`src/rtl/mem_pkg.sv`:
```
// Shared types and default parameters for the burst memory controller.
package mem_pkg;

    typedef enum logic [2:0] {
        ST_IDLE  = 3'd0,
        ST_WAIT  = 3'd1,
        ST_XFER  = 3'd2,
        ST_DRAIN = 3'd3,
        ST_DONE  = 3'd4
    } state_e;

    localparam int unsigned DEF_DATA_W      = 16;
    localparam int unsigned DEF_ADDR_W      = 8;
    localparam int unsigned DEF_LEN_W       = 4;
    localparam int unsigned DEF_WAIT_CYCLES = 4;

endpackage

```
`src/rtl/ram_sp.sv`:
```
// Single-port synchronous RAM: read-first, 1-cycle registered read.
// The read register holds its value when re is low; only it is reset.
module ram_sp #(
    parameter int unsigned DATA_W = 16,
    parameter int unsigned ADDR_W = 8
) (
    input  logic              clk,
    input  logic              rst,
    input  logic              we,
    input  logic              re,
    input  logic [ADDR_W-1:0] addr,
    input  logic [DATA_W-1:0] wdata,
    output logic [DATA_W-1:0] rdata
);

    localparam int unsigned DEPTH = 1 << ADDR_W;

    logic [DATA_W-1:0] mem [DEPTH];

    always_ff @(posedge clk) begin
        if (we) begin
            mem[addr] <= wdata;
        end
    end

    always_ff @(posedge clk or posedge rst) begin
        if (rst) begin
            rdata <= '0;
        end else if (re) begin
            rdata <= mem[addr];
        end
    end

endmodule

```
`src/rtl/memory_burst_ctrl.sv`:
```
// Start/done burst controller in front of an internal single-port RAM:
// single or burst reads/writes with address auto-increment and wrap detection.
module memory_burst_ctrl
    import mem_pkg::*;
#(
    parameter int unsigned DATA_W      = DEF_DATA_W,
    parameter int unsigned ADDR_W      = DEF_ADDR_W,
    parameter int unsigned LEN_W       = DEF_LEN_W,
    parameter int unsigned WAIT_CYCLES = DEF_WAIT_CYCLES
) (
    input  logic              clk,
    input  logic              rst,
    input  logic              start,
    input  logic              wr,
    input  logic [ADDR_W-1:0] address,
    input  logic [LEN_W-1:0]  len,
    input  logic [DATA_W-1:0] data_in,
    output logic              data_req,
    output logic [DATA_W-1:0] data_out,
    output logic              data_out_valid,
    output logic              busy,
    output logic              done,
    output logic              err
);

    localparam int unsigned WAIT_W    = (WAIT_CYCLES > 1) ? $clog2(WAIT_CYCLES) : 1;
    localparam int unsigned WAIT_LAST = (WAIT_CYCLES > 0) ? WAIT_CYCLES - 1 : 0;
    localparam int unsigned CNT_W     = LEN_W + 1;

    state_e              state_q, state_d;
    logic [WAIT_W-1:0]   wait_q, wait_d;
    logic [CNT_W-1:0]    cnt_q, cnt_d;
    logic [ADDR_W-1:0]   addr_q, addr_d;
    logic [LEN_W-1:0]    len_q, len_d;
    logic                wr_q, wr_d;
    logic                err_d;
    logic                busy_d, done_d, data_req_d, valid_d;
    logic                last_c;
    logic                ram_we_c, ram_re_c;

    assign last_c = (cnt_q == {1'b0, len_q});

    // State and datapath registers
    always_ff @(posedge clk or posedge rst) begin
        if (rst) begin
            state_q        <= ST_IDLE;
            wait_q         <= '0;
            cnt_q          <= '0;
            addr_q         <= '0;
            len_q          <= '0;
            wr_q           <= 1'b0;
            err            <= 1'b0;
            busy           <= 1'b0;
            done           <= 1'b0;
            data_req       <= 1'b0;
            data_out_valid <= 1'b0;
        end else begin
            state_q        <= state_d;
            wait_q         <= wait_d;
            cnt_q          <= cnt_d;
            addr_q         <= addr_d;
            len_q          <= len_d;
            wr_q           <= wr_d;
            err            <= err_d;
            busy           <= busy_d;
            done           <= done_d;
            data_req       <= data_req_d;
            data_out_valid <= valid_d;
        end
    end

    // Next-state, datapath updates and next values of the registered outputs
    always_comb begin
        state_d  = state_q;
        wait_d   = wait_q;
        cnt_d    = cnt_q;
        addr_d   = addr_q;
        len_d    = len_q;
        wr_d     = wr_q;
        err_d    = err;
        ram_we_c = 1'b0;
        ram_re_c = 1'b0;

        unique case (state_q)
            ST_IDLE: begin
                if (start) begin
                    addr_d  = address;
                    len_d   = len;
                    wr_d    = wr;
                    cnt_d   = '0;
                    wait_d  = '0;
                    err_d   = 1'b0;
                    state_d = (WAIT_CYCLES == 0) ? ST_XFER : ST_WAIT;
                end
            end
            ST_WAIT: begin
                if (!start) begin
                    state_d = ST_IDLE;
                end else if (wait_q == WAIT_W'(WAIT_LAST)) begin
                    state_d = ST_XFER;
                end else begin
                    wait_d = wait_q + WAIT_W'(1);
                end
            end
            ST_XFER: begin
                // A word already promised by data_req is written even if start drops
                ram_we_c = wr_q;
                ram_re_c = !wr_q;
                addr_d   = addr_q + ADDR_W'(1);
                cnt_d    = cnt_q + CNT_W'(1);
                if (addr_q == '1 && !last_c) begin
                    err_d = 1'b1;
                end
                if (!start) begin
                    state_d = ST_IDLE;
                end else if (last_c) begin
                    state_d = wr_q ? ST_DONE : ST_DRAIN;
                end
            end
            ST_DRAIN: begin
                state_d = start ? ST_DONE : ST_IDLE;
            end
            ST_DONE: begin
                if (!start) begin
                    state_d = ST_IDLE;
                end
            end
            default: begin
                state_d = ST_IDLE;
            end
        endcase

        busy_d     = (state_d == ST_WAIT) || (state_d == ST_XFER) || (state_d == ST_DRAIN);
        done_d     = (state_d == ST_DONE);
        data_req_d = (state_d == ST_XFER) && wr_d;
        // RAM word issued this cycle appears on data_out next cycle
        valid_d    = (state_q == ST_XFER) && !wr_q && start;
    end

    ram_sp #(
        .DATA_W (DATA_W),
        .ADDR_W (ADDR_W)
    ) u_ram (
        .clk   (clk),
        .rst   (rst),
        .we    (ram_we_c),
        .re    (ram_re_c),
        .addr  (addr_q),
        .wdata (data_in),
        .rdata (data_out)
    );

endmodule

```
`config.mk`:
```
export PLATFORM = sky130hd
export DESIGN_NAME = memory_burst_ctrl
export DESIGN_NICKNAME = d
export VERILOG_FILES = /design/src/rtl/mem_pkg.sv /design/src/rtl/ram_sp.sv /design/src/rtl/memory_burst_ctrl.sv
export SDC_FILE = /design/constraint.sdc
export NUM_CORES = 2
export LEC_CHECK = 0
export CAP_MARGIN = 20
export CELL_PAD_IN_SITES_DETAIL_PLACEMENT = 0
export CELL_PAD_IN_SITES_GLOBAL_PLACEMENT = 1
export CORE_ASPECT_RATIO = 0.9
export CORE_MARGIN = 3
export CORE_UTILIZATION = 50
export CTS_BUF_LIST = sky130_fd_sc_hd__clkbuf_8
export DETAILED_ROUTE_END_ITERATION = 6
export PLACE_DENSITY_LB_ADDON = 0.1
export SLEW_MARGIN = 20
export SYNTH_ARGS = -nofsm -noshare
export SYNTH_HDL_FRONTEND = slang
export SYNTH_SLANG_ARGS = --single-unit
```
`constraint.sdc`:
```
create_clock -name clk -period 8.74 [get_ports clk]
set_input_delay 1.748 -clock clk [delete_from_list [all_inputs] [get_ports clk]]
set_output_delay 1.748 -clock clk [all_outputs]
set_load 0.005 [all_outputs]
```
==> results.py <==
metrics = {
    "clocking": {
        "cts_resized": 0,
        "cts_sinks": 4140,
        "clock_latency_ps": 1220,
        "cts_hold_buf": 0,
        "clkTransAtPathRegs_ps": 60,
        "cts.htree.levels": 6,
        "clock_path_buffers": 4,
        "cts_tree": "yes",
        "clockRootBuffer": "clkbuf_8",
        "post_cts_buffers": 0,
        "cts_buffers": 658,
    },
    "routing": {
        "drtAntennaViolNets": 0,
        "via_per_inst": 6.40,
        "routedWlPerCell_um": 37.1,
        "drt_iter0_markers": 11451,
        "finalWirelength_mm": 477,
        "drc_errors": 0,
        "via_count": 82147,
        "first_pass_iters": 5,
    },
    "cells_and_area": {
        "area_growth_pct": 12.1,
        "drive_above_1_share_pct": 27.9,
        "final_net_count": 8079,
        "n_fill_cell": 23922,
        "seq_area_um2": 124000,
        "multi_input_area_um2": 34000,
    },
    "sta": {
        "final.period_utilization_pct": 58.3,
        "rsz0062_at_grt": "false",
        "slew_violations": 0,
        "fmax_mhz": 196,
        "fin_skew_ps": 100,
        "finalHoldViolations": 0,
        "tightestPinTransition_ps": 1310,
        "relSlewSlack_pct": 12.4,
        "setup_violations": 0,
        "min_period_ps": 5090,
        "fin_tns_setup_ps": 0,
    },
    "synthesis": {
        "ys_ff_latch": 4140,
        "synth_nets": 7423,
        "syn_area_um2": 160000,
        "async_reset_ff_share_pct": 1.06,
        "ys.flop_type": "edfxtp_1",
        "synth.distinct_cells": 69,
        "synth-edff-count": 4096,
        "yosysWarnings": 0,
        "avgSynthCellArea_um2": 21.6,
        "synthCells": 7385,
        "yosysSeqAreaShare_pct": 77.7,
    },
    "global_route": {
        "antenna_found_initial": 32,
        "grt_pass1_wl_mm": 660,
        "gr-total-overflow": 0,
        "track_usage_pct": 29.1,
        "grt_max_degree": 176,
        "grt_pass1_vias": 81160,
    },
    "flow_run": {
        "drv_cap": 0,
    },
    "floorplanning": {
        "start_util_pct": 50.3,
        "rows": 196,
        "die_height_um": 542,
        "dieWidth_um": 602,
        "core_region_area_um2": 317000,
        "io_pins": 53,
        "die-area_um2": 326000,
    },
    "setup_path": {
        "cp_max_fo": 82,
        "critPathArrivalTime_ps": 6190,
        "crit_required_ps": 9830,
        "critPathKind": "reg -> reg",
        "critPathCaptureType": "flip-flop",
        "start_kind": "flip-flop",
    },
    "power": {
        "ir_drop_uv": 208,
        "p_leak_uw": 0.0564,
        "p_per_area_nw_per_um2": 268,
        "p_total_uw": 47900,
    },
    "place": {
        "hpwl_mm": 286,
        "io_buffers": 52,
        "place.gp.congestion": 0.865,
    },
    "outcome": {
        "status": "finished clean",
    },
    "min_path": {
        "hold_class": "reg -> reg",
    },
}
## registers in the layout, indices dropped and copies added (netlist names)
| signal | cells |
|---|---|
| addr_q | 8 |
| busy | 1 |
| cnt_q | 5 |
| data_out_valid | 1 |
| data_req | 1 |
| done | 1 |
| err | 1 |
| len_q | 4 |
| state_q | 3 |
| u_ram.mem | 4096 |
| u_ram.rdata | 16 |
| wait_q | 2 |
| wr_q | 1 |
## final timing paths
check / start / to / slack (ps) / cells after the start
max: addr_q[0]$_DFFE_PP0P_ / u_ram.rdata[12]$_DFFE_PP0P_ / 3650 / 9
min: err$_DFFE_PP0P_ / err$_DFFE_PP0P_ / 510 / 2
max reg2reg: addr_q[0]$_DFFE_PP0P_ / u_ram.rdata[12]$_DFFE_PP0P_ / 3650 / 9
min reg2reg: err$_DFFE_PP0P_ / err$_DFFE_PP0P_ / 510 / 2
max in group asynchronous: rst / addr_q[2]$_DFFE_PP0P_ / 6810 / 3
min in group asynchronous: rst / cnt_q[4]$_DFFE_PP0P_ / 1120 / 3
## cell usage after synthesis, types with 12 or more instances
library cell / count / share of area (%)
clkbuf_1: 141 / 0.33
a32o_1: 19 / 0.12
edfxtp_1: 4096 / 77
mux2_2: 14 / 0.099
buf_4: 87 / 0.41
a22o_1: 12 / 0.066
a211oi_1: 23 / 0.11
mux2i_1: 244 / 1.5
o22ai_1: 40 / 0.16
buf_6: 29 / 0.20
and3_1: 14 / 0.055
nand2_1: 418 / 0.98
a22oi_1: 69 / 0.32
a32oi_1: 102 / 0.56
nor2_1: 344 / 0.81
nand4_1: 17 / 0.067
mux4_2: 989 / 14
nor4_1: 14 / 0.055
buf_2: 143 / 0.45
nor3_1: 29 / 0.091
a31oi_1: 42 / 0.16
o21ai_0: 38 / 0.12
dfrtp_1: 44 / 0.69
nand3_1: 100 / 0.31
a21oi_1: 103 / 0.32
a221oi_1: 13 / 0.071
o211ai_1: 12 / 0.056
buf_1: 30 / 0.071
nor2b_1: 22 / 0.086
## per-stage QoR
stage                     utilization [%]  instance area (um^2)  setup slack (ps)  hold slack, ps  cells
after floorplan                         -                160000              5220             451   7385
after global placement               52.6                167000              3250             485  11622
after detailed placement             52.7                167000              3640             501  11636
after CTS                            56.3                179000              3630             513  12817
after global routing                 56.4                179000              3520             533  12820
final                                56.4                179000              3650             506  12836
## critical path, cell delays in order (launching register included)
cell and delay, ps:
dfrtp_4 780, buf_12 570, buf_12 600, mux4_2 590, mux2i_1 430, a32oi_1 240, a21oi_1 950, nor2_1 310
nand3_1 230, a21oi_1 90
## power by group
part / leakage, uW / switching [uW] / internal, uW / total (uW)
Sequential: 0.0373 / 244 / 21900 / 22100
Clock: 0.00679 / 7690 / 7320 / 15000
Combinational: 0.0123 / 6890 / 3900 / 10800
Total: 0.0564 / 14800 / 33100 / 47900
## area by class of cell
type,instances,share of cell area [%]
well taps,4257,2.98
inverters,10,0.0308
repair buffers,426,2.09
multi-input cells,2805,19.0
flip-flops and latches,4140,69.4
clock buffers,670,5.15
diodes,17,0.0238
clock inverters,511,1.37
## cells in the final DEF, fill, tap and decap left out, drive strengths merged, types with 103 or more instances in the layout
master / n
a21oi: 103
buf: 386
clkbuf: 674
clkinv: 232
edfxtp: 4096
inv: 267
mux2i: 244
mux4: 989
nand2: 419
nor2: 344
## per-layer routing
layer / wire length, um / vias up / GRT usage, %
li1: - / 32446 / -
met1: 195000 / 44567 / 42.8
met2: 218000 / 4383 / 43.4
met3: 46200 / 739 / 6.33
met4: 17600 / 12 / 10.2
met5: 80 / - / 0
## cells by family after synthesis
| kind of cell | after synthesis | synth area share, % |
|---|---|---|
| DFF | 4140 | 77.7 |
| muxes | 1247 | 15.6 |
| and+or+nand+nor | 1016 | 2.74 |
| AOI/OAI and AO/OA | 535 | 2.39 |
| buffers and inverters | 440 | 1.49 |
| adders and majority gates | 6 | 0.0470 |
| xor gates and xnor gates | 1 | 0.00549 |
No activity file was read; power rests on OpenSTA's default activity.
